**src/rtl/regfile_mp_pkg.sv**
```systemverilog
// Shared types and defaults for the multi-port register file and its clear sequencer.
package regfile_mp_pkg;

  typedef enum logic {
    ST_IDLE  = 1'b0,
    ST_CLEAR = 1'b1
  } clr_state_e;

  localparam int DEF_WIDTH = 16;
  localparam int DEF_DEPTH = 16;

endpackage : regfile_mp_pkg

```
**src/rtl/regfile_mp_clear_fsm.sv**
```systemverilog
// Bulk-clear sequencer: walks a pointer over every register, one per cycle,
// and holds busy high for exactly DEPTH cycles.
module rf_clear_fsm
  import regfile_mp_pkg::*;
#(
  parameter int DEPTH = DEF_DEPTH,
  localparam int AW = $clog2(DEPTH)
) (
  input  logic          clk,
  input  logic          rst_n,
  input  logic          clr_req,
  output logic [AW-1:0] ptr,
  output logic          clr_we,
  output logic          busy
);

  clr_state_e    state_q;
  logic [AW-1:0] ptr_q;
  logic          busy_q;

  always_ff @(posedge clk or negedge rst_n) begin
    if (!rst_n) begin
      state_q <= ST_IDLE;
      ptr_q   <= '0;
      busy_q  <= 1'b0;
    end else begin
      case (state_q)
        ST_IDLE: begin
          if (clr_req) begin
            state_q <= ST_CLEAR;
            busy_q  <= 1'b1;
            ptr_q   <= '0;
          end
        end
        ST_CLEAR: begin
          // Further clr_req pulses are ignored until the walk completes.
          if (ptr_q == AW'(DEPTH - 1)) begin
            state_q <= ST_IDLE;
            busy_q  <= 1'b0;
            ptr_q   <= '0;
          end else begin
            ptr_q <= ptr_q + 1'b1;
          end
        end
        default: begin
          state_q <= ST_IDLE;
          busy_q  <= 1'b0;
          ptr_q   <= '0;
        end
      endcase
    end
  end

  assign ptr    = ptr_q;
  assign clr_we = busy_q;
  assign busy   = busy_q;

endmodule : rf_clear_fsm

```
**src/rtl/regfile_mp.sv**
```systemverilog
// 2-read/1-write register file with registered reads, optional write bypass,
// optional hardwired-zero R0 and a multi-cycle bulk-clear sequencer.
module regfile_mp
  import regfile_mp_pkg::*;
#(
  parameter int WIDTH   = DEF_WIDTH,
  parameter int DEPTH   = DEF_DEPTH,
  parameter bit BYPASS  = 1'b1,
  parameter bit ZERO_R0 = 1'b0,
  localparam int AW = $clog2(DEPTH)
) (
  input  logic             clk,
  input  logic             rst_n,
  input  logic             en,
  input  logic             we,
  input  logic [AW-1:0]    wa,
  input  logic [WIDTH-1:0] wd,
  input  logic [AW-1:0]    ra_a,
  input  logic [AW-1:0]    ra_b,
  output logic [WIDTH-1:0] rd_a,
  output logic [WIDTH-1:0] rd_b,
  output logic             rd_valid,
  input  logic             clr_req,
  output logic             busy
);

  logic [WIDTH-1:0] mem_q [DEPTH];
  logic [WIDTH-1:0] rd_a_q, rd_b_q, rd_a_d, rd_b_d;
  logic             rd_valid_q;
  logic [AW-1:0]    clr_ptr;
  logic             clr_we;
  logic             wr_en;
  logic             rd_acc;

  rf_clear_fsm #(.DEPTH(DEPTH)) u_clr_fsm (
    .clk     (clk),
    .rst_n   (rst_n),
    .clr_req (clr_req),
    .ptr     (clr_ptr),
    .clr_we  (clr_we),
    .busy    (busy)
  );

  // A clear starting on this edge takes priority over a write; R0 may be read-only.
  assign wr_en  = en && we && !busy && !clr_req && !(ZERO_R0 && (wa == '0));
  assign rd_acc = en && !busy;

  assign rd_a_d = (ZERO_R0 && (ra_a == '0))     ? '0 :
                  (BYPASS && wr_en && wa == ra_a) ? wd : mem_q[ra_a];
  assign rd_b_d = (ZERO_R0 && (ra_b == '0))     ? '0 :
                  (BYPASS && wr_en && wa == ra_b) ? wd : mem_q[ra_b];

  always_ff @(posedge clk or negedge rst_n) begin
    if (!rst_n) begin
      for (int i = 0; i < DEPTH; i++) mem_q[i] <= '0;
    end else if (clr_we) begin
      mem_q[clr_ptr] <= '0;
    end else if (wr_en) begin
      mem_q[wa] <= wd;
    end
  end

  always_ff @(posedge clk or negedge rst_n) begin
    if (!rst_n) begin
      rd_a_q     <= '0;
      rd_b_q     <= '0;
      rd_valid_q <= 1'b0;
    end else begin
      rd_valid_q <= rd_acc;
      if (rd_acc) begin
        rd_a_q <= rd_a_d;
        rd_b_q <= rd_b_d;
      end
    end
  end

  assign rd_a     = rd_a_q;
  assign rd_b     = rd_b_q;
  assign rd_valid = rd_valid_q;

endmodule : regfile_mp
```
**config.mk**
```make
export PLATFORM = sky130hd
export DESIGN_NAME = regfile_mp
export DESIGN_NICKNAME = d
export VERILOG_FILES = /design/src/rtl/regfile_mp_pkg.sv /design/src/rtl/regfile_mp_clear_fsm.sv /design/src/rtl/regfile_mp.sv
export SDC_FILE = /design/constraint.sdc
export NUM_CORES = 1
export LEC_CHECK = 0
export CORE_UTILIZATION = 45
export DETAILED_ROUTE_END_ITERATION = 16
export PLACE_DENSITY_LB_ADDON = 0.2
export SLEW_MARGIN = 0
export SYNTH_ARGS = -nofsm -noshare
export SYNTH_HDL_FRONTEND = slang
export SYNTH_SLANG_ARGS = --single-unit
export TNS_END_PERCENT = 100
```
**constraint.sdc**
```tcl
create_clock -name clk -period 2.66 [get_ports clk]
set_clock_uncertainty 0.2 [all_clocks]
set_input_delay 0.798 -clock clk [delete_from_list [all_inputs] [get_ports clk]]
set_output_delay 0.798 -clock clk [all_outputs]
set_load 0.1 [all_outputs]
```
; ---- Word level (Yosys, flattened, before mapping)
; Index checks and enable logic that the tools add are counted.
[totals]
regBits = 295
input_bits = 33
out_inout_bits = 34
wordCells = 77
[classes]
n_addsub = 1
order_cmp = 6
eq_ne = 5
muxes = 24
n_bitwise = 7
n_reduce_logical = 12
[op_table]
columns = operator, n
row1 = 256-bit two-way mux, 2
row2 = 256-bit AND, 1
row3 = 256-bit bitwise mux, 1
row4 = 256-bit NOT, 1
row5 = 16-bit binary-select mux with 4-bit select, 2
row6 = 16-bit demux with 4-bit select, 2
row7 = 16-bit two-way mux, 8
row8 = 5-bit greater-or-equal comparator (second input constant), 4
row9 = 4-bit NOT with 5-bit output, 4
row10 = 5-bit by 1-bit less-than comparator with 1-bit output (second input constant), 2
row11 = 4-bit == test, 2
row12 = 1-bit logical AND, 8
row13 = 4-bit two-way mux, 2
row14 = 4-bit one-hot mux with 2 select lines, 1
row15 = 4-bit by 1-bit adder with 4-bit output (second input constant), 1
row16 = 4-bit == test (second input constant), 1
row17 = 1-bit two-way mux, 4
row18 = 2-bit inequality test (second input constant), 2
row19 = 1-bit one-hot mux with 2 select lines, 2
row20 = 1-bit logical NOT, 2
row21 = 2-bit AND reduction, 1
row22 = 2-bit nonzero test, 1
row23 = 1-bit NOT, 1

; ---- Longest topological paths before layout
[logic_depth]
word_depth = 8
ltp_mapped = 7
ltp_nobuf = 5

; ---- Modules after synthesis
; Synthesis repeated with hierarchy kept, for this count alone.
[hier_totals]
cells_unflattened = 1172
area_unflattened_um2 = 15564.9
[by_module_without_submodules]
columns = module, instances, cells_per_inst, area_each_um2, seq_area_each_um2
row1 = regfile_mp, 1, 1145, 15268.4, 7231.9
row2 = rf_clear_fsm, 1, 27, 296.5, 150.1

; ---- Worst setup path before layout
; Ideal clock, no wire load.
[synth_path]
path_kind = register to register
start = reg u_clr_fsm.busy_q, in the netlist u_clr_fsm.busy
end = reg mem_q[230] (netlist bit)
setup_time_ns = 0.121
arrival_time_ns = 2.173
required_time_ns = 2.339
path_slack_ns = 0.166
path_stages_with_launch = 6
n_path_buf = 1
synth_period_minus_slack_ns = 2.494
path_cell_list = dfrtp_1 -> nor2b_1 -> nor2b_1 -> a21oi_2 -> buf_2 -> a22o_1
[synth_via]
elab_chain_len = 4
elab_cells_between_ends = 5
classes_between = mux (1) / reduce/logical (4)
[synth_lines]
columns = element, line
row1 = from (decl), regfile_mp_clear_fsm.sv:19  ; logic busy_q;
row2 = from (signal assigned), regfile_mp_clear_fsm.sv:25  ; busy_q <= 1'b0;
row3 = from (signal assigned), regfile_mp_clear_fsm.sv:31  ; busy_q <= 1'b1;
row4 = from (signal assigned), regfile_mp_clear_fsm.sv:39  ; busy_q <= 1'b0;
row5 = 1-bit logical NOT, regfile_mp.sv:45  ; assign wr_en = en && we && !busy && !clr_req && !(ZERO_R0 && (wa == '0));
row6 = 1-bit logical AND (2 in a row), regfile_mp.sv:45
row7 = 2-bit nonzero test (no line), --
row8 = "to (signal, indexed assignment)", regfile_mp.sv:59  ; mem_q[wa] <= wd;
row9 = to (decl), regfile_mp.sv:27  ; logic [WIDTH-1:0] mem_q [DEPTH];
; Several ways; a longest one is shown, not always the timed one.
; A chain may end at the register's enable or synchronous reset.

; ---- Worst setup path after layout
[layout_path]
start = in wa[1]
end = reg mem_q[229] (netlist bit)
[layout_via]
elab_chain_len = 8
elab_cells_between_ends = 9
classes_between = order compare (2) / mux (5) / bitwise (1) / reduce/logical (1)
[layout_lines]
columns = element, line
row1 = from (decl), regfile_mp.sv:16  ; input logic [AW-1:0] wa,
row2 = 4-bit NOT with 5-bit output (implied by the code) *, regfile_mp.sv:59
row3 = 5-bit greater-or-equal comparator (implied by the code) or 5-bit by 1-bit less-than comparator with 1-bit output (tied branches), regfile_mp.sv:59
row4 = 1-bit logical AND (implied by the code), regfile_mp.sv:59
row5 = 16-bit two-way mux (implied by the code), regfile_mp.sv:59
row6 = 16-bit demux with 4-bit select *, regfile_mp.sv:59
row7 = 256-bit bitwise mux *, regfile_mp.sv:59
row8 = 256-bit two-way mux *, regfile_mp.sv:58  ; end else if (wr_en) begin
row9 = 256-bit two-way mux *, regfile_mp.sv:56  ; end else if (clr_we) begin
; Every way passes the cells marked *; elsewhere a longest branch is shown, timed or not. The select of a mux whose other input is x is not followed.

==> out/metrics.cfg <==
[critical_path]
cp-start-kind=primary input
path_cells=clkdlybuf4s50_1 -> or2_1 -> buf_4 -> nor4_4 -> a21oi_2 -> a22o_1
rr_worst_depth=4
critPathRequiredTime_ns=2.90
arrival_ns=2.87
slowest_stage=a21oi_2
path_max_fanout=16
critical_path_class=primary input to flip-flop
slowest_delay_ns=0.81
crit_path_end_kind=flip-flop

[job]
maxCapViolCount=0

[power]
power_uw=17600
p_int_uw=10800
p_leak_uw=0.00824
powerDensity_mw_per_mm2=954
switching_share_pct=38.6
seqPwrFrac_pct=37.2
combPwrFrac_pct=35.5
clockPowerShare_pct=27.3
p_sw_uw=6790
vdd_drop_max_mv=1.32

[logic_synthesis]
yosysTopAreaCell=dfrtp_1
synth_cells=1160
ys.flop_type=dfrtp_1
synth_fp_nets=1199
ys_seq_area_share_pct=47.6
synth_top_area_share_pct=47.6
ys_warn_count=0
ys_top_cells_by_count=dfrtp_1 (295), a22o_1 (256), mux4_2 (96), mux2i_1 (91), clkbuf_1 (51)
synth_edf_count=0
ys_top_cells_by_area=dfrtp_1 (48%), a22o_1 (14%), mux4_2 (14%), mux2i_1 (5.9%), o32ai_1 (1.8%)
synth.most_common_cell=dfrtp_1
async_flop_share_pct=100
netlist-cell-type-count=43
netlist_area_sq_mm=0.0155
avgSynthCellArea_sq_um=13.4
ys_seq_elements=295

[sta]
rsz0062_at_grt=no
layout_setup_ws_ns=0.0260
tightestPinTransition_ns=1.20
fmax_mhz=380
fin_crit_sh_pct=99.0
setup_violations=0
fin_crit_ns=2.63
finalHoldViolCount=0
relSlewSlack_pct=20.2
finalMaxSlewViolations=0

[cells_and_area]
multi_input_area_sq_mm=0.00747
diodes=0
area_growth_pct=19.0
nFillCells=2786
final_cells=1716
drive_gt1_share_pct=29.5
regArea_sq_mm=0.00738
fin_nets=1283

[clocking]
numCtsBuffers=35
htree_levels=2
cts_setup_buffers=0
clk_pin_slew_ns=0.06
ctsRootBufferMaster=clkbuf_16
clockBufferDepth=3
clk_latency_ns=0.52
clock_sinks=295
cts_tree=built

[placed_design]
placed_cells=1655
place_ws_ns=-0.486
io_buffers=66
hpwlAfterDp_microns=32000
gp_congestion=0.893

[route]
drc=0
vias=11600
drtIter0Drc=1154
first_pass_iters=5
finalWirelength_microns=49500
viasPerCell=6.79
avgRoutedWirePerCell_microns=28.8
ant_nets=0

[die]
num_rows=67
die_h_microns=188
io_pins=67
start_util_pct=46.0
die_area_sq_mm=0.0352
die_x_microns=188
core_sq_mm=0.0337

[global_route]
grt_pass1_vias=12000
overflow=0
antenna_found_initial=0
grt_usage_pct=28.6
grt_pass1_wl_microns=76100
grt_max_degree=64

[outcome]
status=completed

[worst_hold_path]
min_path_type=primary input to async pin

## state kept, by name, indices dropped and copies added (netlist names)
| register | count |
|---|---|
| mem_q | 256 |
| rd_a | 16 |
| rd_b | 16 |
| u_clr_fsm.ptr | 4 |
| rd_valid | 1 |
| u_clr_fsm.busy | 1 |
| u_clr_fsm.state_q | 1 |
## routing by layer
metal / global-route usage (%) / vias to the layer above / part of all wire [%]
met4: 11.6 / 0 / 3.9
met3: 4.96 / 128 / 7.7
met2: 43.1 / 584 / 45
li1: - / 4811 / -
met5: 0 / - / 0
met1: 41.2 / 6124 / 43
## cell families after synthesis
| kind of cell | share of synthesized area (%) |
|---|---|
| AOI/OAI and AO/OA | 21.0 |
| xor gates and xnor gates | 0.452 |
| adders and majority gates | 0.484 |
| buffers and inverters | 4.62 |
| DFF | 47.6 |
| muxes | 20.2 |
| and+or+nand+nor | 5.64 |
## worst paths after layout
check / from / endpoint / slack (ns)
max: wa[1] / mem_q[229] / 0.03
min: rst_n / rd_a[6] / 0.02
max reg2reg: u_clr_fsm.busy / mem_q[229] / 0.12
min reg2reg: mem_q[165] / mem_q[165] / 0.31
max in group asynchronous: rst_n / mem_q[99] / 1.43
min in group clk: mem_q[165] / mem_q[165] / 0.31
## area by class of cell
cell class | count | area share (%)
clock buffers | 58 | 6.04
clock inverters | 3 | 0.217
inverters | 5 | 0.102
multi-input cells | 720 | 40.5
flip-flops and latches | 295 | 40.0
well taps | 448 | 3.04
repair buffers | 187 | 10.1
## power groups by stage
stage / registers [uW] / clock network (uW) / logic, uW
floorplan: 8110 / 0 / 2680
global placement: 6520 / 0 / 6080
detailed placement: 6540 / 0 / 6180
CTS: 6500 / 4880 / 6180
global route: 6660 / 5060 / 6530
finish: 6550 / 4800 / 6240
## cell usage in the layout, fill, tap and decap left out, types with 28 or more instances in the layout
| cell type | synthesis | layout |
|---|---|---|
| mux2i_1 | 91 | 91 |
| nand2_1 | 36 | 36 |
| dfrtp_1 | 295 | 295 |
| o32ai_1 | 32 | 32 |
| buf_4 | 15 | 128 |
| buf_12 | 0 | 31 |
| nand3_1 | 28 | 28 |
| mux4_2 | 96 | 96 |
| clkbuf_16 | 0 | 37 |
| a22o_1 | 256 | 256 |
| a31oi_1 | 32 | 32 |
## timing repair
item,4_1_cts,5_1_grt
setup endpoints to repair,0,121
hold buffers,0,0
gates resized for setup,0,8
## worst max-delay path, delay by kind of cell
kind,cells,cell delay (ns)
buffers and inverters,2,0.75
AND/OR/NAND/NOR,2,0.25
AO/OA/AOI/OAI,2,1.07
## through the flow
step | setup TNS [ns] | hold WS, ns | util (%) | instance area [sq um]
after floorplan | 0 | 0.277 | - | 15500
after global placement | -104.92 | 0.294 | 51.1 | 17200
after detailed placement | -110.58 | 0.297 | 51.1 | 17200
after CTS | 0 | 0.0327 | 54.5 | 18400
after global routing | 0 | 0.0552 | 54.7 | 18400
final | 0 | 0.0244 | 54.7 | 18400
(Power assumes the default switching activity.)
